===== src/rtl/weight_preload_receiver.sv =====
// Double-buffered weight tile receiver: rows stream into a shadow bank, and an
// activate swaps a completed shadow tile into the active bank feeding the array.
module weight_preload_receiver #(
  parameter int MATRIX_WIDTH = 14,
  parameter int BYTE_WIDTH   = 8
) (
  input  logic                                       clk,
  input  logic                                       rst,
  input  logic                                       enable,
  input  logic                                       load_weight,
  input  logic [BYTE_WIDTH-1:0]                      weight_address,
  input  logic                                       weight_signed,
  input  logic [MATRIX_WIDTH*BYTE_WIDTH-1:0]         weight_data,
  input  logic                                       activate_weight,
  output logic [MATRIX_WIDTH*MATRIX_WIDTH*BYTE_WIDTH-1:0] active_weights,
  output logic                                       active_signed,
  output logic                                       active_valid,
  output logic                                       shadow_full,
  output logic [BYTE_WIDTH-1:0]                      rows_loaded,
  output logic [2:0]                                 error
);

  localparam int ROW_W  = MATRIX_WIDTH * BYTE_WIDTH;
  localparam int TILE_W = ROW_W * MATRIX_WIDTH;
  localparam int ADDR_W = (MATRIX_WIDTH > 1) ? $clog2(MATRIX_WIDTH) : 1;
  localparam logic [BYTE_WIDTH-1:0] LAST_COUNT = BYTE_WIDTH'(MATRIX_WIDTH - 1);
  localparam logic [BYTE_WIDTH-1:0] ROW_LIMIT  = BYTE_WIDTH'(MATRIX_WIDTH);

  typedef enum logic [1:0] {EMPTY, FILLING, FULL} state_t;

  state_t                  state_reg;
  logic [ROW_W-1:0]        shadow_reg [MATRIX_WIDTH];
  logic [MATRIX_WIDTH-1:0] row_valid_reg;
  logic [BYTE_WIDTH-1:0]   rows_loaded_reg;
  logic                    shadow_signed_reg;
  logic                    active_signed_reg;
  logic                    active_valid_reg;
  logic [TILE_W-1:0]       active_reg;
  logic [2:0]              error_reg;

  logic [TILE_W-1:0]       shadow_flat;
  logic [ADDR_W-1:0]       addr_idx;
  logic                    addr_ok;
  logic                    act_go;
  logic                    load_go;
  logic                    new_row;
  logic                    sign_mismatch;
  logic [2:0]              error_next;

  assign addr_idx = weight_address[ADDR_W-1:0];
  assign addr_ok  = (weight_address < ROW_LIMIT);
  assign new_row  = ~row_valid_reg[addr_idx];
  assign act_go   = activate_weight && (state_reg == FULL);
  // In FULL a load is only accepted when the same cycle swaps the tile out.
  assign load_go  = load_weight && addr_ok && ((state_reg != FULL) || act_go);
  assign sign_mismatch = load_go && !act_go && (state_reg == FILLING) &&
                         (weight_signed != shadow_signed_reg);

  assign error_next[0] = load_weight && !addr_ok;
  assign error_next[1] = load_weight && addr_ok && (state_reg == FULL) && !act_go;
  assign error_next[2] = (activate_weight && !act_go) || sign_mismatch;

  for (genvar gi = 0; gi < MATRIX_WIDTH; gi++) begin : g_flat
    assign shadow_flat[gi*ROW_W +: ROW_W] = shadow_reg[gi];
  end

  always_ff @(posedge clk) begin
    if (!rst && enable && load_go) begin
      shadow_reg[addr_idx] <= weight_data;
    end
  end

  always_ff @(posedge clk) begin
    if (rst) begin
      state_reg         <= EMPTY;
      row_valid_reg     <= '0;
      rows_loaded_reg   <= '0;
      shadow_signed_reg <= 1'b0;
      active_signed_reg <= 1'b0;
      active_valid_reg  <= 1'b0;
      active_reg        <= '0;
      error_reg         <= '0;
    end else if (enable) begin
      error_reg <= error_next;
      if (act_go) begin
        active_reg        <= shadow_flat;
        active_signed_reg <= shadow_signed_reg;
        active_valid_reg  <= 1'b1;
        // A same-cycle load starts the next tile in the freshly cleared shadow.
        if (load_go) begin
          row_valid_reg     <= MATRIX_WIDTH'(1) << addr_idx;
          rows_loaded_reg   <= BYTE_WIDTH'(1);
          shadow_signed_reg <= weight_signed;
          state_reg         <= (MATRIX_WIDTH == 1) ? FULL : FILLING;
        end else begin
          row_valid_reg   <= '0;
          rows_loaded_reg <= '0;
          state_reg       <= EMPTY;
        end
      end else if (load_go) begin
        row_valid_reg[addr_idx] <= 1'b1;
        if (state_reg == EMPTY) begin
          shadow_signed_reg <= weight_signed;
        end
        if (new_row) begin
          rows_loaded_reg <= rows_loaded_reg + 1'b1;
          state_reg       <= (rows_loaded_reg == LAST_COUNT) ? FULL : FILLING;
        end
      end
    end else begin
      error_reg <= '0;
    end
  end

  assign active_weights = active_reg;
  assign active_signed  = active_signed_reg;
  assign active_valid   = active_valid_reg;
  assign shadow_full    = (state_reg == FULL);
  assign rows_loaded    = rows_loaded_reg;
  assign error          = error_reg;

endmodule

===== config.mk =====
export PLATFORM = sky130hd
export DESIGN_NAME = weight_preload_receiver
export DESIGN_NICKNAME = d
export VERILOG_FILES = /design/src/rtl/weight_preload_receiver.sv
export SDC_FILE = /design/constraint.sdc
export NUM_CORES = 2
export LEC_CHECK = 0
export CORE_AREA = 8 8 654 656
export DETAILED_ROUTE_END_ITERATION = 8
export DIE_AREA = 0 0 662 664
export SETUP_SLACK_MARGIN = 0.5
export SYNTH_ARGS = -nofsm -noshare
export SYNTH_HDL_FRONTEND = slang
export SYNTH_SLANG_ARGS = --single-unit

===== constraint.sdc =====
create_clock -name clk -period 13.1 [get_ports clk]
set_input_delay 1.965 -clock clk [delete_from_list [all_inputs] [get_ports clk]]
set_output_delay 1.965 -clock clk [all_outputs]
set_load 0.03 [all_outputs]

# Word-level counts from Yosys, hierarchy flattened
# Memory sizes are Yosys's and may differ from the RTL's. A register that Yosys moved wholly into a read port is not among the register bits.
# Index checks and enable logic that the tools add are counted.
# W data, S select, Z words.
dict set report totals {
  out_inout_bits 1582
  input_bits 126
  word_cells 69
  mem_bits_rw 1568
  reg_bits 30
  mem_count 1
}
# name words width rd rd_ports_with_merged_regs wr line_no
set memory_table {}
lappend memory_table {shadow_reg 14 112 14 14 1 32} ;# logic [ROW_W-1:0] shadow_reg [MATRIX_WIDTH];
dict set report op_classes {
  eq_ne 6
  n_shift 1
  n_lt_le_gt_ge 3
  bitwise_logic 2
  mux 22
  reduce_logical 26
  n_addsub 1
}
# cell count
set op_table {}
lappend op_table {{$mux W14} 3}
lappend op_table {{$mux W8} 3}
lappend op_table {{$or A14 B14 Y14} 1}
lappend op_table {{$shl A1 B4 Y14 const A} 1}
lappend op_table {{$logic_and A1 B1 Y1} 13}
lappend op_table {{$mux W1} 10}
lappend op_table {{$add A8 B1 Y8 const B} 1}
lappend op_table {{$eq A8 B4 Y1 const B} 1}
lappend op_table {{$lt A8 B4 Y1 const B} 1}
lappend op_table {{$mux W2} 4}
lappend op_table {{$reduce_and A3 Y1} 2}
lappend op_table {{$lt A4 B5 Y1 const B} 1}
lappend op_table {{$bmux W1 S4} 1}
lappend op_table {{$demux W1 S4} 1}
lappend op_table {{$ge A4 B1 Y1 const B} 1}
lappend op_table {{$ne A2 B2 Y1 const B} 2}
lappend op_table {{$reduce_and A2 Y1} 2}
lappend op_table {{$reduce_bool A2 Y1} 2}
lappend op_table {{$logic_not A1 Y1} 3}
lappend op_table {{$eq A2 B1 Y1 const B} 1}
lappend op_table {{$eq A2 B2 Y1 const B} 1}
lappend op_table {{$logic_not A2 Y1} 1}
lappend op_table {{$logic_or A1 B1 Y1} 2}
lappend op_table {{$reduce_or A2 Y1} 1}
lappend op_table {{other kinds (2)} 2}

# Longest topological paths before layout
dict set report depth {
  ltp_word 8
  mapped_depth 10
  ltp_nobuf 6
}

# Least setup slack after synthesis
# Ideal clock, no wire load.
dict set report synth_timing {
  path_kind {input -> register}
  from {input weight_address[7]}
  to {memory shadow_reg[11][0] (netlist name) (enable)}
  setup_time_ns 0.720
  arrival_time_ns 10.864
  n_path_buf 1
  cell_stages 5
  slack_ns 1.516
  required_time_ns 12.380
  path_cell_list {or4_4 > nor3b_1 > o211ai_1 > clkbuf_1 > nor3_1}
}
dict set report synth_between {
  elab_chain_len 6
}
# item line_no
set synth_lines {}
lappend synth_lines {{from (decl)} 11} ;# input logic [BYTE_WIDTH-1:0] weight_address,
lappend synth_lines {{$lt A8 B4 Y1} 51} ;# assign addr_ok = (weight_address < ROW_LIMIT);
lappend synth_lines {{$logic_and A1 B1 Y1 (2 in a row)} 55} ;# assign load_go = load_weight && addr_ok && ((state_reg != FULL) || act_go);
lappend synth_lines {{$logic_and A1 B1 Y1} 68} ;# if (!rst && enable && load_go) begin
lappend synth_lines {{$mux W1} 68}
lappend synth_lines {{$mux W1 (implied by the code)} 69} ;# shadow_reg[addr_idx] <= weight_data;
lappend synth_lines {{to (decl)} 32}
# No other way between the ends.

# Worst setup path after layout
dict set report layout_timing {
  from {input weight_address[7]}
  to {memory shadow_reg[6][49] (netlist name) (enable)}
}
# Same word-level chain as after synthesis.

==> results.cfg <==
[routing]
vias = 71800
wl_per_cell_um = 24.6
drtIter0Drc = 7042
ant_nets = 0
routed_via_density = 4.46
dr.pass1.iters = 6
drt_wl_total_mm = 396
drcViolationCount = 0

[critical_path]
critPathRequiredTime_ns = 13.63
rr_worst_depth = 9
reg2reg_from = state_reg[0]
crit_fanout = 43
arrival_ns = 5.85
reg2reg_to = active_weights[1528]
critPathCaptureType = register
worstSetupStartpoint = weight_address[7]
worstSetupPathType = input pin to register
ff2ff_setup_slack_ns = 9.10
cp-start-kind = input pin

[hold_path]
hold_depth = 2
min_path_type = register to register
whs_endpoint = active_weights[1340]
hold_start = active_weights[1340]

[synthesis]
synth_edf_count = 1568
synth_compound_area_share_pct = 8.04
synth-simple-area-share_pct = 12.0
yosys.area.top_type_share_pct = 46.1
yosys_register_bits = 3166
yosysSeqAreaShare_pct = 77.4
synthFlopType = dfxtp_1
synth_mux_area_share_pct = 0.135
synth-xor-area-share_pct = 0.00858
synth_commonest_cells = nand2_1, a21oi_1, dfxtp_1
synth.most_common_cell = nand2_1
synth_area_um2 = 102000
synth_top_family_by_area = simple AND/OR/NAND/NOR gates
netlist_instances = 8586
synth_nets = 8714
async_flop_share_pct = 0
synth_area_leaders = edfxtp_1, dfxtp_1, nand2_1, a21oi_1, clkbuf_1
ys_types = 43
avgSynthCellArea_um2 = 11.9
ys_warn_count = 0
synthAdderAreaFrac_pct = 0.0245
synth_area_leader_cell = edfxtp_1

[pwr]
max-vdd-ir-drop_uv = 105
total_power_mw = 20.1
p_leak_nw = 42.3
powerDensity_nw_per_um2 = 148

[placed_design]
io_buffers = 1707
pre_cts_ws_ns = 6.84
gp_congestion = 0.798
dp_hpwl_mm = 260

[cells_and_area]
synthToLayoutAreaGrowth_pct = 33.2
fillCellCount = 41800
utilization_pct = 32.6
seq_area_um2 = 79100
layout.nets = 10400
drive_above_1_share_pct = 6.80
multi_input_area_um2 = 20800

[timing]
period_share_pct = 40.6
fin_crit_ns = 5.32
skew_ns = 0.0659
drv_slew = 0
tightest_slew_ns = 1.30
rsz0062_at_grt = false
hold_violations = 0
finalWorstSetupSlack_ns = 7.78
tns_ns = 0
max_freq_mhz = 188
slew_headroom_pct = 13.3
final-setup-viol-count = 0

[global_route]
overflow = 0
grt.total_usage_pct = 16.9
antenna_found_initial = 57
grt_max_degree = 191
grt_first_pass_wirelength_mm = 535
grt_pass1_vias = 67500

[clock_tree]
clockBufferDepth = 4
cts_tree = done
hold_buffers = 0
clock_sinks = 3166
insertion_delay_ns = 0.93
clk_pin_slew_ns = 0.06
numCtsBuffers = 327
clockRootBuffer = clkbuf_16
htree_levels = 5
postCtsSetupBuffers = 0
post_cts_resized = 0

[floorplan]
die-area_um2 = 440000
rows = 238
die_w_um = 662
design.core.area_um2 = 418000
die_h_um = 664
io_pins = 1708
initial_core_util_pct = 24.4

[run_status]
outcome = finished, final reports clean

[run]
max-cap-violations = 0
==> kinds of logic (layout without fill, tap and decap cells) <==
kind of cell             Yosys count  count (layout)
multiplexers                      11              11
flip-flops                      3166            3166
AO/OA/AOI/OAI                   1627            1627
XOR/XNOR                           1               1
other                              0              19
buffers and inverters            549            2502
AND/OR/NAND/NOR                 3230            3230
adder cells (fa/ha/maj)            2               2
==> routing by layer <==
metal	track usage, %	vias up	routed length (um)
li1	-	32400	-
met1	20.5	35700	154000
met2	27.9	2949	187000
met5	0	-	32
met3	4.45	685	33900
met4	7.94	6	21000
==> placed cells by master, fill, tap and decap left out, types with 7 or more instances in the layout <==
| cell | n |
|---|---|
| dfxtp_1 | 1598 |
| clkinv_1 | 22 |
| nor3_1 | 23 |
| buf_2 | 25 |
| a21oi_1 | 1604 |
| buf_12 | 13 |
| nor3_2 | 7 |
| diode_2 | 19 |
| edfxtp_1 | 1568 |
| mux2i_1 | 7 |
| nor2_1 | 12 |
| clkbuf_16 | 337 |
| clkbuf_1 | 100 |
| clkdlybuf4s50_1 | 1678 |
| buf_4 | 172 |
| inv_1 | 10 |
| inv_6 | 12 |
| clkinv_2 | 43 |
| bufinv_16 | 13 |
| nor2b_4 | 7 |
| nand2_1 | 3147 |
| clkbuf_8 | 48 |
==> critical path, stage by stage <==
cell and delay [ns]:
clkdlybuf4s50_1 0.40, or4_4 0.60, nor3b_2 0.18, buf_4 0.27, o211ai_1 0.14, buf_4 0.26, nor3_2 0.29, buf_4 0.34
buf_4 0.51, buf_4 0.63
==> worst max path at each step <==
stage / end
floorplan: shadow_reg[11][0]
CTS: shadow_reg[6][85]
global placement: shadow_reg[6][31]
detailed placement: shadow_reg[6][31]
finish: shadow_reg[6][49]
global route: shadow_reg[6][87]
==> power breakdown <==
| part | switching (mW) | total, mW | internal (mW) |
|---|---|---|---|
| sequential | 0.000587 | 10.4 | 10.4 |
| clock | 4.03 | 9.34 | 5.32 |
| combinational | 0.319 | 0.373 | 0.0538 |
==> stage by stage <==
stage          area, um2  hold WS (ns)  instances
2_1_floorplan     102000         0.454       8586
3_3_place_gp      125000         0.441      15500
3_5_place_dp      125000         0.446      15500
4_1_cts           136000         0.449      16100
5_1_grt           136000         0.462      16100
6_report          136000         0.451      16100
==> layout make-up <==
type                    count  share of cell area, %
diodes                     19                 0.0349
clock buffers             485                   6.96
clock inverters           118                  0.923
inverters                  10                 0.0276
multi-input cells        4871                   15.3
flip-flops and latches   3166                   58.1
well taps                5520                   5.08
repair buffers           1889                   13.6
Power figures use the tool's default switching activity.
